[config.mk]
export PLATFORM = sky130hd
export DESIGN_NAME = chacha_qr_seq
export DESIGN_NICKNAME = d
export VERILOG_FILES = /design/src/rtl/chacha_pkg.sv /design/src/rtl/chacha_add2x32.sv /design/src/rtl/chacha_qr_seq.sv
export SDC_FILE = /design/constraint.sdc
export NUM_CORES = 1
export LEC_CHECK = 0
export BUFFER_PORTS_ARGS = -buffer_cell sky130_fd_sc_hd__buf_2
export CORE_AREA = 2 2 282 284
export CTS_CLUSTER_SIZE = 28
export DETAILED_ROUTE_END_ITERATION = 16
export DIE_AREA = 0 0 284 286
export GPL_TIMING_DRIVEN = 0
export PLACE_DENSITY = 0.49
export SLEW_MARGIN = 10
export SYNTH_ARGS = -nofsm -noshare
export SYNTH_HDL_FRONTEND = slang
export SYNTH_SLANG_ARGS = --single-unit
[constraint.sdc]
create_clock -name g_clk -period 7.86 [get_ports g_clk]
set_input_delay 0.786 -clock g_clk [delete_from_list [all_inputs] [get_ports g_clk]]
set_output_delay 0.786 -clock g_clk [all_outputs]
set_load 0.01 [all_outputs]
[src/rtl/chacha_pkg.sv]
// Shared types and constants for the packed two-lane ChaCha quarter-round sequencer.
package chacha_pkg;

  // Sequencer states.
  typedef enum logic [1:0] {
    IDLE = 2'd0,
    RUN  = 2'd1,
    DONE = 2'd2
  } state_t;

  // Step index within one quarter round; one step commits per RUN cycle.
  typedef logic [2:0] step_t;

  localparam step_t STEP_ADD_AB_0 = 3'd0;  // a = a + b
  localparam step_t STEP_XR_D_16  = 3'd1;  // d = rol16(d ^ a)
  localparam step_t STEP_ADD_CD_0 = 3'd2;  // c = c + d
  localparam step_t STEP_XR_B_12  = 3'd3;  // b = rol12(b ^ c)
  localparam step_t STEP_ADD_AB_1 = 3'd4;  // a = a + b
  localparam step_t STEP_XR_D_8   = 3'd5;  // d = rol8(d ^ a)
  localparam step_t STEP_ADD_CD_1 = 3'd6;  // c = c + d
  localparam step_t STEP_XR_B_7   = 3'd7;  // b = rol7(b ^ c)

  // Rotate amounts used by the quarter round.
  typedef logic [4:0] rot_t;

  localparam rot_t ROT_16 = 5'd16;
  localparam rot_t ROT_12 = 5'd12;
  localparam rot_t ROT_8  = 5'd8;
  localparam rot_t ROT_7  = 5'd7;

  // One-hot rotate select presented to the external xor-rotate unit.
  typedef struct packed {
    logic op_16;
    logic op_12;
    logic op_8;
    logic op_7;
  } xr_sel_t;

  localparam xr_sel_t XR_SEL_NONE = '0;

  // Map a rotate amount onto the one-hot select lines.
  function automatic xr_sel_t rot_sel(input rot_t amt);
    xr_sel_t sel;
    sel.op_16 = (amt == ROT_16);
    sel.op_12 = (amt == ROT_12);
    sel.op_8  = (amt == ROT_8);
    sel.op_7  = (amt == ROT_7);
    return sel;
  endfunction

endpackage

[src/rtl/chacha_add2x32.sv]
// Combinational packed adder: two independent 32-bit lanes, each modulo 2^32.
module chacha_add2x32 (
  input  logic [63:0] x,
  input  logic [63:0] y,
  output logic [63:0] sum
);

  // Lanes are added separately so no carry crosses from bit 31 into bit 32.
  always_comb begin
    sum[31:0]  = x[31:0]  + y[31:0];
    sum[63:32] = x[63:32] + y[63:32];
  end

endmodule

[src/rtl/chacha_qr_seq.sv]
// Two-lane ChaCha quarter-round sequencer. Adds are done locally; each
// xor-rotate step is handed to an external combinational unit via xr_*.
module chacha_qr_seq
  import chacha_pkg::*;
#(
  parameter int unsigned ITER = 1
) (
  input  logic        g_clk,
  input  logic        g_reset,
  input  logic        in_valid,
  output logic        in_ready,
  input  logic [63:0] in_a,
  input  logic [63:0] in_b,
  input  logic [63:0] in_c,
  input  logic [63:0] in_d,
  output logic        out_valid,
  input  logic        out_ready,
  output logic [63:0] out_a,
  output logic [63:0] out_b,
  output logic [63:0] out_c,
  output logic [63:0] out_d,
  output logic [63:0] xr_rs1,
  output logic [63:0] xr_rs2,
  output logic        xr_op_16,
  output logic        xr_op_12,
  output logic        xr_op_8,
  output logic        xr_op_7,
  input  logic [63:0] xr_rd
);

  localparam logic [3:0] ITER_LAST = 4'(ITER - 1);

  state_t      state;
  state_t      state_next;
  step_t       step;
  logic [3:0]  iter;
  logic [63:0] a;
  logic [63:0] b;
  logic [63:0] c;
  logic [63:0] d;
  logic [63:0] add_x;
  logic [63:0] add_y;
  logic [63:0] add_sum;
  xr_sel_t     xr_sel;
  logic        last_step;
  logic        last_pass;

  assign last_step = (step == STEP_XR_B_7);
  assign last_pass = (iter == ITER_LAST);

  // State register.
  always_ff @(posedge g_clk) begin
    // NOTE: sequential state uses non-blocking assignments so every register
    // samples the pre-edge values, independent of statement order.
    if (g_reset) begin
      state <= IDLE;
    end else begin
      state <= state_next;
    end
  end

  // Next-state logic.
  always_comb begin
    // NOTE: default first so every path assigns state_next and no latch forms.
    state_next = state;
    unique case (state)
      IDLE: if (in_valid && in_ready)        state_next = RUN;
      RUN:  if (last_step && last_pass)      state_next = DONE;
      DONE: if (out_ready)                   state_next = IDLE;
      default:                               state_next = IDLE;
    endcase
  end

  // Handshake and xor-rotate port drive; xr_* are idle except on rotate steps.
  always_comb begin
    in_ready  = (state == IDLE);
    out_valid = (state == DONE);
    xr_rs1    = '0;
    xr_rs2    = '0;
    xr_sel    = XR_SEL_NONE;
    if (state == RUN) begin
      case (step)
        STEP_XR_D_16: begin xr_rs1 = d; xr_rs2 = a; xr_sel = rot_sel(ROT_16); end
        STEP_XR_B_12: begin xr_rs1 = b; xr_rs2 = c; xr_sel = rot_sel(ROT_12); end
        STEP_XR_D_8:  begin xr_rs1 = d; xr_rs2 = a; xr_sel = rot_sel(ROT_8);  end
        STEP_XR_B_7:  begin xr_rs1 = b; xr_rs2 = c; xr_sel = rot_sel(ROT_7);  end
        default:      ;
      endcase
    end
  end

  assign xr_op_16 = xr_sel.op_16;
  assign xr_op_12 = xr_sel.op_12;
  assign xr_op_8  = xr_sel.op_8;
  assign xr_op_7  = xr_sel.op_7;

  // Adder operand select: a+b on the a-steps, c+d otherwise.
  always_comb begin
    add_x = c;
    add_y = d;
    if (step == STEP_ADD_AB_0 || step == STEP_ADD_AB_1) begin
      add_x = a;
      add_y = b;
    end
  end

  chacha_add2x32 u_add (
    .x   (add_x),
    .y   (add_y),
    .sum (add_sum)
  );

  // Working state and counters: latch on accept, commit one step per RUN cycle.
  always_ff @(posedge g_clk) begin
    if (g_reset) begin
      step <= '0;
      iter <= '0;
      a    <= '0;
      b    <= '0;
      c    <= '0;
      d    <= '0;
    end else begin
      case (state)
        IDLE: begin
          if (in_valid && in_ready) begin
            a    <= in_a;
            b    <= in_b;
            c    <= in_c;
            d    <= in_d;
            step <= '0;
            iter <= '0;
          end
        end
        RUN: begin
          case (step)
            STEP_ADD_AB_0, STEP_ADD_AB_1: a <= add_sum;
            STEP_XR_D_16,  STEP_XR_D_8:   d <= xr_rd;
            STEP_ADD_CD_0, STEP_ADD_CD_1: c <= add_sum;
            STEP_XR_B_12,  STEP_XR_B_7:   b <= xr_rd;
            default:                      ;
          endcase
          // Step wraps 7 -> 0 so the next pass starts on the updated state.
          step <= step + 3'd1;
          if (last_step && !last_pass) begin
            iter <= iter + 4'd1;
          end
        end
        default: ;
      endcase
    end
  end

  assign out_a = a;
  assign out_b = b;
  assign out_c = c;
  assign out_d = d;

endmodule
; ---- After elaboration in Yosys (flattened, before gate mapping)
; Index checks and enable logic that the tools add are counted.
[totals]
word_cells = 77
inputBits = 324
output_inout_bits = 390
regBits = 265
[classes]
addsub = 4
n_reduce_logical = 20
n_mux = 29
eq_ne = 17
[ops]
columns = op, count
row1 = $mux 64, 12
row2 = $pmux 64 s2, 6
row3 = $add 32x32->32, 2
row4 = $reduce_and 3->1, 6
row5 = $pmux 4 s4, 1
row6 = $eq 3x3->1 const B, 4
row7 = $mux 4, 3
row8 = $ne 2x1->1 const B, 5
row9 = $pmux 4 s2, 1
row10 = $reduce_or 2->1, 4
row11 = $eq 3x2->1 const B, 2
row12 = $mux 2, 3
row13 = $ne 2x2->1 const B, 3
row14 = $pmux 2 s3, 1
row15 = $pmux 3 s2, 1
row16 = $add 4x1->4 const B, 1
row17 = $logic_not 4->1, 1
row18 = $add 3x1->3 const B, 1
row19 = $eq 3x1->1 const B, 1
row20 = $logic_and 1x1->1, 3
row21 = $logic_not 3->1, 1
row22 = $mux 3, 1
row23 = $eq 2x1->1 const B, 1
row24 = $eq 2x2->1 const B, 1
row25 = other kinds (5), 5

; ---- Longest topological paths before layout
; Gate-level depths: netlist of run 1.
[depth]
ltp_word = 6
mapped_depth = 16

; ---- Modules after synthesis
; Synthesis of run 1 repeated with hierarchy kept, for this count alone.
[unflattened]
cells_unflattened = 2182
area_unflattened_um2 = 18846.8
[modules_own_cells]
columns = mod, area_each_um2, seq_area_each_um2, cells_each, instances
row1 = chacha_qr_seq, 15522.4, 5305.1, 1724, 1
row2 = chacha_add2x32, 3324.4, 0.0, 458, 1

; ---- Least setup slack after synthesis of run 1
; OpenSTA, ideal clock, no wires.
[synth_timing]
path_type = reg-to-reg
start = reg step[0]
end = reg c[24], in the netlist out_c[24]
arrival_time_ns = 4.390
setup_ns = 0.114
required_time_ns = 7.746
path_slack_ns = 3.356
path_stages_with_launch = 17
path_cell_list = dfxtp_1 inv_1 ha_1 clkbuf_1 buf_1 clkbuf_1 mux2_2 ha_1 fa_1 a21o_1 a221oi_1 a21oi_1 o211ai_1 nand3_1 a311oi_1 xor2_1 a2111oi_0
[synth_between]
elab_chain_cells = 6
word_cells_on_any_way = 13
classes_between = 1 x add/sub / 4 x eq/ne / 4 x mux / 4 x reduce/logical
[synth_lines]
columns = element, line_no
row1 = "start, declared", chacha_qr_seq.sv:35  ; step_t step;
row2 = "start signal, assigned", chacha_qr_seq.sv:143  ; step <= step + 3'd1;
row3 = $eq 3x3->1 / $logic_not 3->1 (equally long branches), chacha_qr_seq.sv:101  ; if (step == STEP_ADD_AB_0 || step == STEP_ADD_AB_1) begin
row4 = $logic_or 1x1->1, chacha_qr_seq.sv:101
row5 = $mux 64, chacha_qr_seq.sv:101
row6 = $add 32x32->32, chacha_add2x32.sv:10  ; sum[31:0] = x[31:0] + y[31:0];
row7 = $mux 64, chacha_qr_seq.sv:135  ; case (step)
row8 = $pmux 64 s2, chacha_qr_seq.sv:123  ; case (state)
row9 = "end signal, assigned", chacha_qr_seq.sv:128  ; c <= in_c;
row10 = "end signal, assigned", chacha_qr_seq.sv:138  ; STEP_ADD_CD_0, STEP_ADD_CD_1: c <= add_sum;
row11 = "end, declared", chacha_qr_seq.sv:39  ; logic [63:0] c;
; Several ways; a longest one is shown, not always the timed one. The select of a mux whose other input is x is not followed.
; A chain may end at the register's enable or synchronous reset.

; ---- Worst setup path in the final report of run 1
[layout_timing]
start = reg step[0]
end = reg a[30], in the netlist out_a[30]
[layout_between]
elab_chain_cells = 6
word_cells_on_any_way = 11
classes_between = 1 x add/sub / 2 x eq/ne / 4 x mux / 4 x reduce/logical
[layout_lines]
columns = element, line_no
row1 = $eq 3x3->1 / $logic_not 3->1 (equally long branches), "chacha_qr_seq.sv:101, chacha_qr_seq.sv:135"
row2 = $logic_or 1x1->1, chacha_qr_seq.sv:101
row3 = $mux 64, chacha_qr_seq.sv:101
row4 = $add 32x32->32, chacha_add2x32.sv:10
row5 = $mux 64, chacha_qr_seq.sv:135
row6 = $pmux 64 s2, chacha_qr_seq.sv:123
row7 = "end signal, assigned", chacha_qr_seq.sv:126  ; a <= in_a;
row8 = "end signal, assigned", chacha_qr_seq.sv:136  ; STEP_ADD_AB_0, STEP_ADD_AB_1: a <= add_sum;
row9 = "end, declared", chacha_qr_seq.sv:37  ; logic [63:0] a;
; Several ways; a longest one is shown, not always the timed one. The select of a mux whose other input is x is not followed.

==> impl_metrics.ini, run 1 <==
[synthesis]
synthSimpleGateAreaFrac_pct = 16.2
synth_edf_count = 0
synthesis.area_um2 = 17500
yosys.area.top_type_share_pct = 30.3
synthMuxAreaShare_pct = 8.50
yosys_most_used_dff = dfxtp_1
async_flop_share_pct = 0
synth_top_cell_by_area = dfxtp_1
synth_xor_area_share_pct = 2.10
synth-compound-area-share_pct = 32.8
yosys_warnings = 0
synth_seq_area_share_pct = 30.3
synthTopCellsByCount = nor2_1 (318), a21oi_1 (308), dfxtp_1 (265)
synth.most_common_cell = nor2_1
synth.area.top_cells = dfxtp_1 (30%), a211oi_1 (10%), a21oi_1 (8.8%), mux2_2 (8.0%), nor2_1 (6.8%)
synth_top_family_by_area = compound AO/OA/AOI/OAI gates
syn_nets = 2594
synthCells = 2196
synth.avg_cell_area_um2 = 7.97
synth_fa_ha_area_share_pct = 5.38
synth_cell_types = 67
synth.ff_latch_count = 265

[die]
die_x_um = 284
io_pins = 714
die_area_um2 = 81200
fp-row-count = 103
die_y_um = 286
initial_core_util_pct = 22.3
core_um2 = 78400

[clock_network]
root_buffer = clkbuf_16
cts.clk_slew.worst_paths_ps = 60
cts_tree = yes
cts_buffer_depth = 3
htreeDepth = 2
cts_hold_buf = 0
cts_made_buffers = 37
clk_latency_ps = 570
ctsResizeCount = 0
clkSinkCount = 265
cts_setup_buffers = 0

[cells_and_area]
syn_to_final_growth_pct = 35.1
post-route-util_pct = 30.2
drive_above_1_share_pct = 31.0
num-nets-final = 3347

[job]
drv_cap = 0

[critical_path]
critical_path.endpoint_type = flop
timing.rr.start = step[0]
cpLargestDelayFamily = buffers and inverters
cp-startpoint = step[0]
cp_cell_sequence = inv_1, ha_1, clkbuf_1, buf_1, clkbuf_1, mux2_2, ha_1, fa_1, a21o_1, a221oi_1, a21oi_1, o211ai_1, a211oi_1, o211a_1, nor3_1, a211oi_1
worstSetupPathType = reg -> reg
critPathLaunchType = flop
worst-path-buf-inv = 4
cp_data_required_time_ps = 8260
crit_slowest_cell = clkbuf_1
slowest_delay_ps = 1010
worstPathArrival_ps = 7790
worstPathMaxFanout = 10

[detailed_routing]
ant_nets = 0
vias = 20700
wire_per_inst_um = 26.6
drt-total-wl_um = 107000
drc_errors = 0
dr.pass1.iters = 5
drt_first_iter_violations = 1195
vias_per_cell = 5.14

[sta]
period_share_pct = 94.0
tightest_slew_ps = 1390
slew_headroom_pct = 7.58
fin_skew_ps = 28.4
fin_crit_ps = 7390
setup_viol = 0
fmax_mhz = 135
finalSetupTns_ps = 0
rsz0062_at_grt = false
drv_slew = 0
finalHoldViolCount = 0

[global_route]
grt_antenna_before_repair = 16
grt_pass1_wl_um = 147000
grt_overflow = 0
grt.total_usage_pct = 25.0
first_global_vias = 19800
grt_max_degree = 11

[power_and_ir_drop]
p_per_area_nw_per_um2 = 214
p_leak_nw = 10.9
ir_drop_v = 0.000118
total_power_mw = 5.06

[outcome]
status = finished, final reports clean

[placement]
place_hpwl_um = 84500
gp_congestion = 0.935
numPortBuffers = 712

[min_path]
min_path_type = in -> reg
hold_start = in_c[19]
==> power breakdown <==
part	internal, mW	leakage (nW)	switching [mW]
combinational	0.607	8.15	1.03
sequential	1.49	2.20	0.198
clock	1.04	0.593	0.699
==> logic make-up (layout without fill, tap and decap cells) <==
family                     count (synthesis)  in the layout
buffers and inverters                    216            991
other                                      0              7
and+or+nand+nor                          625            625
AOI/OAI and AO/OA                        841            841
muxes                                    133            133
adders and majority gates                 74             74
DFF                                      265            265
xor gates and xnor gates                  42             42
==> metal layers <==
layer | share of wire (%) | vias up | global-route usage (%)
met5 | 0.056 | - | 0
met4 | 2.7 | 10 | 6.82
met3 | 5.3 | 147 | 3.49
met2 | 50 | 767 | 44.7
met1 | 42 | 10100 | 31.3
li1 | - | 9689 | -
==> worst reg2reg max path, cell delays in order (launching register included) <==
cell	delay [ps]
dfxtp_1	340
inv_1	150
ha_1	160
clkbuf_1	640
buf_1	830
clkbuf_1	1030
mux2_2	460
ha_1	260
fa_1	470
a21o_1	220
a221oi_1	690
a21oi_1	330
o211ai_1	490
a211oi_1	250
o211a_1	280
nor3_1	470
a211oi_1	140
==> cell usage in the layout, fill, tap and decap left out, drive strengths merged, types with 10 or more instances in the layout <==
cell    instances
xnor2          20
a21o           40
inv            18
nor2          318
o21bai         11
a311oi         11
xor2           22
and3           10
nand3          24
a31oi          10
mux2          124
ha             72
clkbuf        237
buf           725
nand2b         12
o211ai         13
nand2          89
o21ai          33
and2           83
a22o          129
dfxtp         265
nand4          19
nor3           39
a21oi         309
a211oi        240
==> registers in the layout (all words and copies together) (netlist names) <==
register	flops
iter	4
out_a	64
out_b	64
out_c	64
out_d	64
state	2
step	3
==> final timing paths <==
| path | depth (start not counted) | slack [ps] | endpoint |
|---|---|---|---|
| worst max register to register | 16 | 470 | out_a[30] |
| worst max-delay path | 16 | 470 | out_a[30] |
| worst min register to register | 2 | 530 | step[1] |
| worst min-delay path | 3 | 490 | out_c[19] |
==> stage by stage <==
stage | instances | hold slack (ps) | setup WS, ps | instance area (µm²)
after floorplan | 2196 | 481 | 3360 | 17500
after global placement | 3958 | 507 | 483 | 22400
after detailed placement | 3959 | 517 | 505 | 22400
after CTS | 4020 | 450 | 472 | 23600
after global routing | 4024 | 488 | 289 | 23600
final | 4028 | 489 | 474 | 23600
==> cell type report <==
type                            count  area, µm²
Tap cell                         1050       1310
Fill cell                        8735      54700
Inverter                           17       63.8
Sequential cell                   265       5310
Buffer                            199        768
Clock buffer                       49       1060
Multi-Input combinational cell   1715      11400
Clock inverter                     12        144
Antenna cell                        7       17.5
Timing Repair Buffer              714       3590
No activity file was read; power rests on OpenSTA's default activity.
==> inputs of run 2 (changes only) <==
- CORE_AREA: 2 2 282 284 -> 4 4 275 277
- DIE_AREA: 0 0 284 286 -> 0 0 279 281
- PLACE_DENSITY: 0.49 -> 0.51
- RECOVER_POWER: default -> 50
==> run 2 against run 1 <==
  * The flow now finishes with violations (capacitance limit, slew limit)
  * Wire length is 1.4% lower
  * First-iteration DRC count up 8.5%
  * Utilization grew 1.6 points
  * Clock-buffer cell count is 2 higher
  * Largest cell class unchanged
==> impl_metrics.ini, run 2 (synthesized netlist as in run 1, its figures left out) <==
[outcome]
status = finished, violations left
violations = capacitance limit, slew limit

[sta]
slew_headroom_pct = -8.60
tightest_slew_ps = 1630
finalHoldViolCount = 0
period_share_pct = 88.8
setup_viol = 0
rsz0062_at_grt = false
finalSetupTns_ps = 0
fmax_mhz = 143
fin_skew_ps = 13.9
fin_crit_ps = 6980
setup_ws_ps = 880
fin_hold_ws_ps = 517
drv_slew = 11

[clock_network]
ctsResizeCount = 0
cts_setup_buffers = 0
root_buffer = clkbuf_16
cts.clk_slew.worst_paths_ps = 60
clkSinkCount = 265
cts_tree = yes
htreeDepth = 2
cts_made_buffers = 35
clk_latency_ps = 540
cts_hold_buf = 0
cts_buffer_depth = 3

[global_route]
grt_max_degree = 13
busiest_layer = met2
first_global_vias = 20600
met1_usage_pct = 31.5
grt_use_met2_pct = 45.7
grt_antenna_before_repair = 23
grt_overflow = 0
grt_pass1_wl_um = 148000
met3_usage_pct = 4.36
grt.total_usage_pct = 25.6

[placement]
dp_cells = 3867
gp_congestion = 0.925
numPortBuffers = 712
dp_slack_ps = 713
place_hpwl_um = 83800
post_dp_cell_area_um2 = 22300

[critical_path]
worstPathMaxFanout = 10
worstSetupPathType = reg -> reg
cp_cell_sequence = inv_1, ha_1, clkbuf_1, buf_1, clkbuf_1, mux2_2, ha_1, fa_1, a21o_1, a221oi_1, a21oi_1, o211ai_1, a211oi_1, o211a_1, nor3_1, a211oi_1
cp_data_required_time_ps = 8240
worstPathArrival_ps = 7360
slowest_delay_ps = 920
critical_path.endpoint_type = flop
critPathLaunchType = flop
crit_slowest_cell = clkbuf_1
worst-path-buf-inv = 4
cpLargestDelayFamily = buffers and inverters

[cells_and_area]
final_common_cell = buf_2
post-route-util_pct = 31.8
n_fill_cell = 8178
drive_above_1_share_pct = 22.0
layout_common_cells = buf_2 (455), clkbuf_1 (447), nor2_1 (318)
design_area_um2 = 23100
num-nets-final = 3343
syn_to_final_growth_pct = 32.2
fin_cells = 3938

[power_and_ir_drop]
switchingPower_mw = 1.88
p_int_mw = 3.05
p_comb_share_pct = 32.4
p_leak_nw = 9.91
p_per_area_nw_per_um2 = 213
total_power_mw = 4.94
ir_drop_v = 0.000148
sw_frac_of_total_pct = 38.2
power.share.sequential_pct = 34.0
clkPwrFrac_pct = 33.6

[die]
core_um2 = 72800
io_pins = 714
initial_core_util_pct = 24.0
die_x_um = 279
die_area_um2 = 78400
die_y_um = 281
fp-row-count = 99

[detailed_routing]
vias_per_cell = 5.23
drc_errors = 0
ant_nets = 0
drt-total-wl_um = 106000
wire_per_inst_um = 26.8
vias = 20600
dr.pass1.iters = 5
drt_first_iter_violations = 1296

[job]
drv_cap = 1

[min_path]
min_path_type = in -> reg
==> run 2: cell types whose count changed in the layout (fill, tap and decap cells not counted), sizes merged <==
cell	previous run	this run
buf	725	464
diode	7	11
bufinv	3	2
clkbuf	237	498
clkinvlp	2	3
clkinv	6	4
inv	18	17
==> run 2: worst paths after layout <==
check	slack [ps]	depth (start not counted)	to	from
hold reg to reg	530	2	out_b[51]	out_b[51]
setup / recovery	880	16	out_a[30]	step[1]
hold / removal	520	3	out_a[45]	in_a[45]
setup reg to reg	880	16	out_a[30]	step[1]
==> run 2: power groups by stage <==
stage          clock (mW)  sequential, mW  combinational [mW]
6_report             1.66            1.68                1.60
5_1_grt              1.74            1.69                1.76
3_3_place_gp            0            1.70                1.63
3_5_place_dp            0            1.70                1.63
4_1_cts              1.70            1.67                1.64
2_1_floorplan           0            1.69               0.915
==> run 2: area by class of cell <==
type                    instances  area, µm²  share of cell area, %
clock inverters                 9        103                  0.444
diodes                         11       27.5                  0.119
plain buffers                 199        764                   3.31
inverters                      17       63.8                  0.276
multi-input cells            1715      11400                   49.1
flip-flops and latches        265       5310                   22.9
well taps                     959       1200                   5.19
repair buffers                712       3240                   14.0
clock buffers                  51       1060                   4.58
==> run 2: per-layer routing <==
layer  vias to the layer above  wire length (µm)
li1                       9696                 -
met1                      9917             43200
met2                       816             52500
met3                       168              6420
met4                         8              3480
met5                         -                59
==> run 2: worst register-to-register path, cell delays in order (launching register included) <==
cell and delay [ps]:
dfxtp_1 350, inv_1 140, ha_1 160, clkbuf_1 710
buf_1 700, clkbuf_1 920, mux2_2 450, ha_1 260
fa_1 470, a21o_1 210, a221oi_1 600, a21oi_1 310
o211ai_1 510, a211oi_1 240, o211a_1 270, nor3_1 390
a211oi_1 130
